`src/rtl/ifetch_queue.sv`:
```
// ifetch_queue: PC generator driving a 1-cycle synchronous imem, feeding decode through a show-ahead queue.
// Redirect flushes the queue and drops the in-flight response; issue is throttled so the queue never overflows.
module ifetch_queue #(
    parameter int unsigned WIDTH = 32,
    parameter int unsigned STEP = 1,
    parameter logic [WIDTH-1:0] RESET_PC = '0,
    parameter int unsigned DEPTH = 4,
    localparam int unsigned CW = $clog2(DEPTH + 1)
) (
    input  logic             clk,
    input  logic             reset,
    input  logic             PCSrc,
    input  logic [WIDTH-1:0] BrDest,
    output logic             imem_req,
    output logic [WIDTH-1:0] imem_addr,
    input  logic [WIDTH-1:0] imem_rdata,
    output logic             out_valid,
    input  logic             out_ready,
    output logic [WIDTH-1:0] out_ir,
    output logic [WIDTH-1:0] out_pc,
    output logic [WIDTH-1:0] nPC,
    output logic [CW-1:0]    count
);
    localparam int unsigned AW = $clog2(DEPTH);
    localparam logic [CW:0] DEPTH_C = (CW + 1)'(DEPTH);

    logic [WIDTH-1:0] fetch_pc_q, fetch_pc_d, inflight_pc_q, inflight_pc_d;
    logic             inflight_q;
    logic [AW-1:0]    wr_ptr_q, wr_ptr_d, rd_ptr_q, rd_ptr_d;
    logic [CW-1:0]    count_q, count_d;
    logic [WIDTH-1:0] pc_mem_q [DEPTH];
    logic [WIDTH-1:0] ir_mem_q [DEPTH];
    logic             push, pop;
    logic [CW:0]      occ;

    assign out_valid = !reset && (count_q != '0);
    assign count     = reset ? '0 : count_q;
    assign out_pc    = pc_mem_q[rd_ptr_q];
    assign out_ir    = ir_mem_q[rd_ptr_q];
    assign nPC       = out_pc + WIDTH'(STEP);
    assign pop       = out_valid & out_ready;
    assign push      = inflight_q & !PCSrc;
    // A pop this cycle frees a slot, so issue can continue without a bubble when full.
    assign occ       = {1'b0, count_q} + (CW + 1)'(inflight_q) - (CW + 1)'(pop);
    assign imem_req  = !reset && !PCSrc && (occ < DEPTH_C);
    assign imem_addr = fetch_pc_q;

    always_comb begin
        fetch_pc_d    = PCSrc ? BrDest : imem_req ? fetch_pc_q + WIDTH'(STEP) : fetch_pc_q;
        inflight_pc_d = imem_req ? fetch_pc_q : inflight_pc_q;
        wr_ptr_d      = PCSrc ? '0 : wr_ptr_q + AW'(push);
        rd_ptr_d      = PCSrc ? '0 : rd_ptr_q + AW'(pop);
        count_d       = PCSrc ? '0 : count_q + CW'(push) - CW'(pop);
    end

    always_ff @(posedge clk) begin
        if (reset) begin
            fetch_pc_q    <= RESET_PC;
            inflight_q    <= 1'b0;
            inflight_pc_q <= '0;
            wr_ptr_q      <= '0;
            rd_ptr_q      <= '0;
            count_q       <= '0;
        end else begin
            fetch_pc_q    <= fetch_pc_d;
            inflight_q    <= imem_req;
            inflight_pc_q <= inflight_pc_d;
            wr_ptr_q      <= wr_ptr_d;
            rd_ptr_q      <= rd_ptr_d;
            count_q       <= count_d;
        end
    end

    always_ff @(posedge clk) begin
        if (push && !reset) begin
            pc_mem_q[wr_ptr_q] <= inflight_pc_q;
            ir_mem_q[wr_ptr_q] <= imem_rdata;
        end
    end
endmodule

```
`config.mk`:
```
export PLATFORM = sky130hd
export DESIGN_NAME = ifetch_queue
export DESIGN_NICKNAME = d
export VERILOG_FILES = /design/src/rtl/ifetch_queue.sv
export SDC_FILE = /design/constraint.sdc
export NUM_CORES = 1
export LEC_CHECK = 0
export BUFFER_PORTS_ARGS = -buffer_cell sky130_fd_sc_hd__buf_2
export CAP_MARGIN = 20
export CORE_MARGIN = 2
export CORE_UTILIZATION = 45
export DETAILED_ROUTE_END_ITERATION = 8
export GPL_TIMING_DRIVEN = 1
export PLACE_DENSITY_LB_ADDON = 0.25
export SLEW_MARGIN = 20
export SYNTH_ARGS = -nofsm -noshare
export SYNTH_HDL_FRONTEND = slang
export SYNTH_SLANG_ARGS = --single-unit
```
`constraint.sdc`:
```
create_clock -name clk -period 16 [get_ports clk]
set_clock_uncertainty 0.05 [all_clocks]
set_input_delay 4.8 -clock clk [delete_from_list [all_inputs] [get_ports clk]]
set_output_delay 4.8 -clock clk [all_outputs]
set_load 0.005 [all_outputs]
```
Word level (Yosys, flattened, before mapping)
Memory sizes are Yosys's and may differ from the RTL's. A register that Yosys moved wholly into a read port is not among the register bits.
Cells that the tools add are included.
- register bits after elaboration: 72
- bits in writable memories: 256
- bits of input ports: 68
- output and inout port bits: 133
- logic and storage cells: 35
- memories kept: 2
- $add $sub $neg: 8
- magnitude comparators: 1
- muxes and demuxes: 7
- bitwise logic cells: 2
- reduce and logical (&&, ||, !) cells: 9
- memories (name ; words ; bits a word ; read ports ; clocked after Yosys merged registers in ; wr ports ; RTL line ; RTL):
    ir_mem_q ; 4 ; 32 ; 1 ; 1 ; 1 ; 32 ; logic [WIDTH-1:0] ir_mem_q [DEPTH];
    pc_mem_q ; 4 ; 32 ; 1 ; 1 ; 1 ; 31 ; logic [WIDTH-1:0] pc_mem_q [DEPTH];
- operators by type and width (cell ; number):
    32-bit by 1-bit adder with 32-bit output, second input constant ; 2
    32-bit 2-to-1 mux ; 2
    2-bit by 1-bit adder with 2-bit output ; 2
    3-bit by 1-bit adder with 4-bit output ; 1
    1-bit logical AND ; 4
    4-bit by 3-bit < comparator with 1-bit output, second input constant ; 1
    2-bit 2-to-1 mux ; 2
    4-bit by 1-bit subtractor with 4-bit output ; 1
    3-bit by 1-bit adder with 3-bit output ; 1
    3-bit 2-to-1 mux ; 1
    3-bit nonzero test ; 1
    3-bit by 1-bit subtractor with 3-bit output ; 1
    1-bit AND ; 2
    1-bit zero test ; 2
    1-bit 2-to-1 mux ; 2
    2-bit nonzero test ; 1
    2-bit OR reduction ; 1

Depth between registers and ports, before layout
- depth in word-level cells: 8
- mapped depth: 14
- mapped depth without buffers: 12

Worst setup path after synthesis
No wires, ideal clock.
- path kind: input port to output port
- start: input port reset
- end: output port imem_req
- arrival time: 6.875 ns
- required time: 11.150 ns
- setup slack: 4.275 ns
- cell stages on the path: 11
- buffers on the path: 1
- cell sequence: nor2b_1 -> or3_1 -> nand2_1 -> or2_2 -> ha_1 -> nand2_1 -> a21oi_2 -> a2111oi_2 -> a211oi_2 -> clkbuf_1 -> nor2_1
- cells in the longest elaborated chain, start to end: 6
- elaborated cells on any way between the ends: 7
- those cells by class: 1 x add/sub; 1 x order compare; 1 x bitwise; 4 x reduce/logical
- RTL lines (item ; RTL line ; RTL):
    start: declaration ; 11 ; input logic reset,
    1-bit zero test ; 36 ; assign out_valid = !reset && (count_q != '0);
    1-bit logical AND ; 36 ;
    named net out_valid ; 17 ; output logic out_valid,
    1-bit AND ; 41 ; assign pop = out_valid & out_ready;
    4-bit by 1-bit subtractor with 4-bit output ; 44 ; assign occ = {1'b0, count_q} + (CW + 1)'(inflight_q) - (CW + 1)'(pop);
    4-bit by 3-bit < comparator with 1-bit output ; 45 ; assign imem_req = !reset && !PCSrc && (occ < DEPTH_C);
    1-bit logical AND ; 45 ;
    end: declaration ; 14 ; output logic imem_req,
The timed path passes the listed nets, and every way through them passes these cells.

Final worst setup path
- start: input port reset
- end: output port imem_req
- cells in the longest elaborated chain, start to end: 6
- elaborated cells on any way between the ends: 7
- those cells by class: 1 x add/sub; 1 x order compare; 1 x bitwise; 4 x reduce/logical
- RTL lines (item ; RTL line):
    1-bit zero test * ; 36, 45
    1-bit logical AND ; 36
    1-bit AND ; 41
    4-bit by 1-bit subtractor with 4-bit output ; 44
    4-bit by 3-bit < comparator with 1-bit output ; 45
    1-bit logical AND * ; 45
Every way passes the cells marked *; elsewhere a longest branch is shown, timed or not.

==> impl_metrics.json <==
{
  "outcome": "finished, final reports clean",
  "p_per_area_nw_per_um2": 115.3,
  "h-tree-depth": 2,
  "leakage_uw": 0.005536,
  "clockBufferDepth": 3,
  "synth.top_cell.area_share": 0.5701,
  "wl_per_cell_um": 19.41,
  "netlist_area_sq_um": 13480,
  "finalCritPeriodShare": 0.7942,
  "holdBufCountCts": 0,
  "worstSetupPathType": "input port to output pin",
  "synth_most_common_cell": "edfxtp_1",
  "antenna_cells": 0,
  "grt_setup_unrepaired": "no",
  "ys_seq_area_frac": 0.6770,
  "die_h_um": 177.1,
  "min_path_type": "register to register",
  "worstPathCellList": "buf_2 -> buf_4 -> nor2b_1 -> or3_1 -> nand2_1 -> or2_2 -> ha_1 -> nand2_1 -> a21oi_2 -> a2111oi_2 -> a211oi_4 -> buf_4 -> nor2_1 -> buf_2",
  "antenna_found_initial": 0,
  "start_util": 0.4562,
  "dieArea_sq_um": 31370,
  "grt_max_degree": 66,
  "synth_commonest_cells": "edfxtp_1, dfxtp_1, mux4_2",
  "dr.first_iter.drc_count": 584,
  "num_vias": 8255,
  "ir_worst_vdd_uv": 58.16,
  "worst_path_max_delay_cell": "a2111oi_2",
  "die_x_um": 177.1,
  "dp_hpwl_mm": 18.01,
  "post_synth.cell_area_avg_sq_um": 15.29,
  "dr.pass1.iters": 5,
  "grt_usage": 0.1861,
  "layout-drive-gt1-share": 0.3201,
  "relSlewSlack": 0.3367,
  "syn-num-nets": 957,
  "fillCellCount": 2446,
  "synth_seq_cells": 328,
  "critPathBufInv": 4,
  "ys_warn_count": 0,
  "worstPathArrival_ns": 7.86,
  "critPathCaptureType": "output pin",
  "routed_wl_mm": 29.09,
  "slowest_delay_ns": 0.58,
  "cts_resized": 0,
  "synthDistinctLibCells": 59,
  "pin_count": 201,
  "rows": 63,
  "critical_path_required_ns": 11.15,
  "grt_pass1_wl_mm": 45.53,
  "tightest_slew_ns": 0.9950,
  "ant_nets": 0,
  "clk_latency_ns": 0.50,
  "fin_nets": 1158,
  "gp_congestion": 0.7814,
  "finalSetupViolCount": 0,
  "drcViolationCount": 0,
  "syn_inst": 882,
  "async_flop_share": 0,
  "cts_made_buffers": 36,
  "root_buffer": "clkbuf_16",
  "cts_tree": "yes",
  "yosys.area.top_type": "edfxtp_1",
  "hold_ws_ns": 0.4527,
  "yosys-top-cells-area": "edfxtp_1, dfxtp_1, mux4_2",
  "syn2layout_area_growth_pct": 19.13,
  "synth-edff-count": 256,
  "core_sq_um": 29560,
  "synth_ff_type": "edfxtp_1",
  "max_freq_mhz": 78.69,
  "io_buffers": 200,
  "startpoint_type": "input port",
  "hold_viol_final": 0,
  "min_period_ns": 12.71,
  "cp_top_family": "simple AND/OR/NAND/NOR gates",
  "drv_cap": 0,
  "path_max_fanout": 60,
  "final.setup.tns_ns": 0,
  "clk_pin_slew_ns": 0.06,
  "cts_sinks": 328,
  "grt_pass1_vias": 8303,
  "post_cts_buffers": 0,
  "grt_overflow": 0,
  "drv_slew": 0,
  "avgViaCountPerCell": 5.507
}
cells in the final DEF (no fill, tap or decap), types with 4 or more instances in the layout:
master and count:
nor3_1 12, ha_1 6, buf_2 200, inv_1 17, o21ai_0 48, xnor2_1 24
clkbuf_1 5, o31a_1 6, o31ai_1 8, and3_1 12, bufinv_16 6, nor4_1 4
mux4_2 64, clkinv_1 6, dfxtp_1 70, nand4_1 15, edfxtp_1 256, nor2_1 38
or3_1 17, and2_1 5, a21oi_1 32, a211oi_1 5, buf_4 12, or4_1 9
clkbuf_16 37, xor2_1 12, nand3_1 57, o21ai_1 7, nand2_1 43, nor3b_1 4
a311oi_1 12
worst paths after layout:
path                                        from                         to  slack, ns  cells past startpoint
setup / recovery                           reset                   imem_req       3.29                     14
hold / removal    inflight_pc_q[17]$_SDFFE_PP0P_  pc_mem_q[2][17]$_DFFE_PP_       0.45                      0
setup reg to reg           count_q[0]$_SDFF_PN0_  imem_addr[1]$_SDFFE_PP0P_      12.62                     11
hold reg to reg   inflight_pc_q[17]$_SDFFE_PP0P_  pc_mem_q[2][17]$_DFFE_PP_       0.45                      0
registers in the layout (all words and copies together) (netlist names):
signal,flops
wr_ptr_q,2
inflight_pc_q,32
rd_ptr_q,2
count_q,3
inflight_q,1
pc_mem_q,128
ir_mem_q,128
imem_addr,32
layout make-up:
class | instances | area (sq um) | share of cell area
clock inverter | 21 | 262.8 | 0.01636
sequential | 328 | 9136 | 0.5687
clock buffer | 43 | 958.4 | 0.05966
tap | 390 | 488.0 | 0.03038
inverter | 18 | 67.56 | 0.004206
multi-input combinational | 487 | 4060 | 0.2527
timing repair buffer | 212 | 1091 | 0.06792
worst register-to-register path, cell delays in order (launching register included):
cell and delay, ns:
dfxtp_1 0.39, nor2b_1 0.25, or3_1 0.18, nand2_1 0.11, or2_2 0.29, ha_1 0.27, nand2_1 0.09, a21oi_2 0.08
a2111oi_2 0.59, a211o_2 0.60, nand2_1 0.13, a311oi_1 0.27
logic make-up after synthesis:
kind of cell / after synthesis / share of synthesized area
AOI/OAI and AO/OA: 140 / 0.06857
xor gates and xnor gates: 36 / 0.02338
adders and majority gates: 7 / 0.007052
buffers and inverters: 67 / 0.02459
DFF: 328 / 0.6770
muxes: 64 / 0.1069
and+or+nand+nor: 240 / 0.09251
report_power, final:
part           internal [uW]  total (uW)  leakage (uW)  switching (uW)
clock network            525         840      0.000584             316
registers                928         943       0.00299            15.0
logic                   29.0        69.3       0.00196            40.3
stage by stage:
stage / instance area [sq um] / instances / util / power [uW] / worst slack (ns)
2_1_floorplan: 13480 / 882 / - / 995.6 / 4.275
3_5_place_dp: 14840 / 1435 / 0.5021 / 1030 / 3.320
4_1_cts: 16060 / 1499 / 0.5434 / 1874 / 3.304
5_1_grt: 16060 / 1499 / 0.5435 / 1915 / 3.007
6_report: 16060 / 1499 / 0.5435 / 1852 / 3.292
3_3_place_gp: 14840 / 1435 / 0.5021 / 1028 / 3.343
metal layers:
metal / up-vias / GRT usage / routed length [um]
met1: 4071 / 0.2581 / 12730
li1: 3876 / - / -
met4: 0 / 0.04821 / 500
met3: 44 / 0.03179 / 2013
met2: 264 / 0.3058 / 13850
met5: - / 0 / 0
(Power assumes the default switching activity.)
